===== config.mk =====
export PLATFORM = sky130hd
export DESIGN_NAME = parity_frame_rx
export DESIGN_NICKNAME = d
export VERILOG_FILES = /design/src/rtl/parity_frame_rx.sv
export SDC_FILE = /design/constraint.sdc
export NUM_CORES = 1
export LEC_CHECK = 0
export ABC_AREA = 1
export ABC_CLOCK_PERIOD_IN_PS = 1200
export CORE_ASPECT_RATIO = 0.7
export CORE_MARGIN = 3
export CORE_UTILIZATION = 48
export DETAILED_ROUTE_END_ITERATION = 8
export PLACE_DENSITY = 0.75
export SYNTH_ARGS = -nofsm -noshare
export SYNTH_HDL_FRONTEND = slang
export SYNTH_SLANG_ARGS = --single-unit

===== constraint.sdc =====
create_clock -name clk -period 1.2 [get_ports clk]
set_input_delay 0.36 -clock clk [delete_from_list [all_inputs] [get_ports clk]]
set_output_delay 0.36 -clock clk [all_outputs]
set_load 0.03 [all_outputs]

===== src/rtl/parity_frame_rx.sv =====
// parity_frame_rx: serial receiver for start/data/parity/stop frames.
// Deserialises DATA_W data bits (LSB first), checks parity, flags a bad stop
// bit, and presents the word together with its AND/OR/XOR reductions.
// Frames stalled for TIMEOUT cycles are dropped with a one-cycle abort pulse.
module parity_frame_rx #(
  parameter int DATA_W     = 4,
  parameter bit PARITY_ODD = 1'b0,
  parameter int TIMEOUT    = 16
) (
  input  logic              clk,
  input  logic              rst_n,
  input  logic              in_valid,
  input  logic              in_bit,
  output logic              busy,
  output logic              out_valid,
  output logic [DATA_W-1:0] out_data,
  output logic              and_out,
  output logic              or_out,
  output logic              xor_out,
  output logic              parity_err,
  output logic              frame_err,
  output logic              abort
);

  localparam int CNT_W = $clog2(DATA_W + 1);
  // A zero-width counter is illegal, so keep one bit when the timeout is disabled.
  localparam int TO_W  = (TIMEOUT > 0) ? $clog2(TIMEOUT + 1) : 1;

  typedef enum logic [1:0] {
    S_IDLE,
    S_DATA,
    S_PARITY,
    S_STOP
  } state_e;

  state_e              state_q, state_d;
  logic [CNT_W-1:0]    cnt_q, cnt_d;
  logic [TO_W-1:0]     to_cnt_q, to_cnt_d;
  logic [DATA_W-1:0]   shift_q, shift_d;
  logic                par_q, par_d;
  logic [DATA_W-1:0]   out_data_q, out_data_d;
  logic                parity_err_q, parity_err_d;
  logic                frame_err_q, frame_err_d;
  logic                out_valid_q, out_valid_d;
  logic                abort_q, abort_d;
  logic [DATA_W:0]     shift_in;

  // New bit enters at the top; after DATA_W shifts the first bit sits at bit 0.
  assign shift_in = {in_bit, shift_q};

  // Next-state, datapath and timeout logic.
  always_comb begin
    // NOTE: every signal gets a default before any branch, so no path leaves it
    // unassigned and no latch is inferred.
    state_d      = state_q;
    cnt_d        = cnt_q;
    to_cnt_d     = to_cnt_q;
    shift_d      = shift_q;
    par_d        = par_q;
    out_data_d   = out_data_q;
    parity_err_d = parity_err_q;
    frame_err_d  = frame_err_q;
    out_valid_d  = 1'b0;
    abort_d      = 1'b0;

    if (in_valid) begin
      unique case (state_q)
        S_IDLE: begin
          if (!in_bit) begin
            state_d = S_DATA;
            cnt_d   = '0;
          end
        end
        S_DATA: begin
          shift_d = shift_in[DATA_W:1];
          cnt_d   = cnt_q + 1'b1;
          if (cnt_q == CNT_W'(DATA_W - 1)) state_d = S_PARITY;
        end
        S_PARITY: begin
          par_d   = in_bit;
          state_d = S_STOP;
        end
        S_STOP: begin
          state_d      = S_IDLE;
          out_data_d   = shift_q;
          parity_err_d = par_q ^ (^shift_q) ^ PARITY_ODD;
          frame_err_d  = ~in_bit;
          out_valid_d  = 1'b1;
        end
        default: state_d = S_IDLE;
      endcase
    end

    if (TIMEOUT > 0) begin
      if (in_valid || state_q == S_IDLE) begin
        to_cnt_d = '0;
      end else if (to_cnt_q == TO_W'(TIMEOUT - 1)) begin
        // Stalled for the full timeout: drop the frame, results stay untouched.
        to_cnt_d = '0;
        state_d  = S_IDLE;
        abort_d  = 1'b1;
      end else begin
        to_cnt_d = to_cnt_q + 1'b1;
      end
    end
  end

  // State and result registers; reset discards any partial frame.
  always_ff @(posedge clk or negedge rst_n) begin
    if (!rst_n) begin
      state_q      <= S_IDLE;
      cnt_q        <= '0;
      to_cnt_q     <= '0;
      shift_q      <= '0;
      par_q        <= 1'b0;
      out_data_q   <= '0;
      parity_err_q <= 1'b0;
      frame_err_q  <= 1'b0;
      out_valid_q  <= 1'b0;
      abort_q      <= 1'b0;
    end else begin
      // NOTE: non-blocking assignments so every flop samples the pre-edge
      // values, independent of statement order.
      state_q      <= state_d;
      cnt_q        <= cnt_d;
      to_cnt_q     <= to_cnt_d;
      shift_q      <= shift_d;
      par_q        <= par_d;
      out_data_q   <= out_data_d;
      parity_err_q <= parity_err_d;
      frame_err_q  <= frame_err_d;
      out_valid_q  <= out_valid_d;
      abort_q      <= abort_d;
    end
  end

  assign busy       = (state_q != S_IDLE);
  assign out_valid  = out_valid_q;
  assign out_data   = out_data_q;
  assign and_out    = &out_data_q;
  assign or_out     = |out_data_q;
  assign xor_out    = ^out_data_q;
  assign parity_err = parity_err_q;
  assign frame_err  = frame_err_q;
  assign abort      = abort_q;

endmodule


==> results.md <==
- Async SR Flop Fraction: 1.00
- Failing checks: negative setup slack
- Final Cycle Share: 1.58
- Fmax: 529 MHz
- Routability Congestion: roughly 0.75
- Initial drt markers: 67
- Switching Power: 2.33 mW
- Synth top cells by count: 28 x nand2_1, 23 x dfrtp_1, 17 x inv_1
- Site row count: 14
- Comb pwr share: 0.674
- Wire length on met3: 451 microns
- Initial Util: 0.530
- Clk_skew: between 15 and 20 ps
- Type of origin of the critical path: flop
- Fin. Hold Viols: 0
- Clock root buffer: clkbuf_4
- Cell count after synthesis: 125
- Clock power share: 0.073
- Drt drc: 0
- IO Count: 16
- WL met1: roughly 1.6 mm
- CTS Sinks: 23
- Via density: 5.57
- Avg Inst Size Synth: roughly 9.5 sq um
- Overall power: between 5 and 6 mW
- Gr ovfl total: 0
- Part of the power in registers: 0.253
- Maxcap violations: 0
- Status: complete, but fails checks
- CTS tree: yes
- Setup TNS: -3780 ps
- Top sig layer: met4
- Fraction of layout cells with a size suffix above 1: 0.598
- Wire per inst: approximately 20 microns
- Number of nets with antenna violations after routing: 0
- Post-synthesis sequential area ratio: 0.484
- 1st-pass router iterations: 6
- Vias in the first global route: around 1,100
- Minimum clock period after layout: between 1500 and 2000 ps
- CP Class: reg2out
- Final wirelength: between 4 and 5 mm
- Critical path data required time: ~840 ps
- Nets: between 150 and 200
- Yosys warnings: 0
- Die Ht: about 48 microns
- Clk Latency, worst-skew pair: 330 ps
- Post-CTS Hold Fix Bufs: 0
- Antenna diodes: 0
- H-tree levels: 1
- Synth Register Bits: 23
- Distinct cells, synth: 20
- Slew headroom: 0.769
- Fin cells: between 200 and 250
- Largest net degree at the start of global routing: 24
- P_leak: between 0.9 and 1 nW
- Clk slew on worst S/H paths: between 100 and 150 ps
- Actual slew at the worst max-slew pin: between 300 and 400 ps
- Port Buffer Count: 15
- Top cells by area, synth: dfrtp_1 48%, nand2_1 8.8%, o21ai_2 8.8%, ha_1 7.4%, inv_1 5.4%
- Most instantiated library cell after synthesis: nand2_1
- Crit end category: output pin
- Cell taking the most area after synthesis: dfrtp_1
- Core box area: 0.00224 sq mm
- Initial antenna violation count: 0
- RSZ-0062 raised after global routing: true
- Die ar.: 0.00312 sq mm
- # setup viols final: 19
- First-pass GRT wire length: 5.26 mm
- Die W: 65.5 microns
- Synth Net Count: approximately 140
- Primary FF master, synth: dfrtp_1
- PD cells: between 2000 and 3000 mW/mm^2
- P_int: between 2 and 3 mW
- Worst Slack Setup Final: -691 ps
- Total global-route track usage: 0.233
- Synth top area share: 0.484
- Crit path max fanout: 2
- Vias: about 1,200
- Dpl hpwl: 1.82 mm
- Worst path arrival time: around 1500 ps
- Area added between synthesis and finish: 60.6%
- CTS Buf Count: 3
- EDFF count, synth: 0
- Clk buf depth: 2
- Cell area after synthesis: 0.00119 sq mm
- Routed met2 length: ~2.0 mm
- Slew Limit Fails: 0
- Maximum vdd drop: about 0.0016 V
- Sw Ratio: 0.454
- Cells after DPL: 187
- Worst hold path class: in2async
## worst max-delay path, cell delays in order, from the launching register on
cell and delay, ps:
dfrtp_2 450, buf_6 130, inv_4 50, ha_4 220
xor2_4 190, buf_6 150
## worst paths after layout
| path | startpoint | to | slack, ps | cells past startpoint |
|---|---|---|---|---|
| min in group clk | in_bit | frame_err | 380 | 3 |
| setup reg to reg | cnt_q[1] | state_q[0] | -150 | 5 |
| hold / removal | rst_n | frame_err | 360 | 2 |
| max in group asynchronous | rst_n | parity_err | 680 | 2 |
| setup / recovery | out_data[2] | xor_out | -690 | 5 |
| hold reg to reg | parity_err | parity_err | 520 | 2 |
## per-stage QoR
step,setup slack [ps],cell area [sq um],hold slack [ps],util
after floorplan,-217,1240,64.4,-
after global placement,-406,1520,465,0.678
after CTS,-614,1710,378,0.761
final,-691,1910,360,0.852
after global routing,-727,1910,359,0.852
after detailed placement,-420,1520,468,0.678
## what timing repair did
action,CTS,global route
setup buffers,9,20
gates resized for setup,29,31
pin swaps,8,11
endpoints found under the setup margin,14,29
## layer usage
layer,track usage,up-vias
li1,-,512
met1,0.275,565
met2,0.390,97
met3,0.0915,29
met4,0.103,0
met5,0,-
## logic make-up after synthesis
logic type,synth area share
buffers and inverters,0.0958
DFF,0.484
xor gates and xnor gates,0.0295
and+or+nand+nor,0.192
AOI/OAI and AO/OA,0.125
adders and majority gates,0.0737
## flip-flops by register name, indices dropped and copies added (netlist names)
register    count
par_q           1
out_data        4
cnt_q           3
state_q         2
to_cnt_q        5
parity_err      1
frame_err       1
abort           1
out_valid       1
shift_q         4
## cell type report
type	count	area (sq um)
clock buffer	4	26.3
fill	105	333
inverter	23	106
multi-input combinational	77	616
sequential	23	582
tap	32	40.0
timing repair buffer	57	539
## layout by cell type (no fill, tap or decap), types with 5 or more instances in the layout
master,n
o21ai_2,12
nand3_1,8
inv_4,6
buf_6,23
inv_1,8
buf_4,30
inv_2,8
dfrtp_1,18
nand2_1,25
dfrtp_2,5
## power groups by stage
stage | Sequential, mW | Clock, mW | Combinational, mW
floorplan | 1.44 | 0 | 1.37
global placement | 1.24 | 0 | 2.19
detailed placement | 1.26 | 0 | 2.28
CTS | 1.25 | 0.367 | 2.76
global route | 1.32 | 0.417 | 3.62
finish | 1.30 | 0.375 | 3.46
Power figures use the tool's default switching activity.
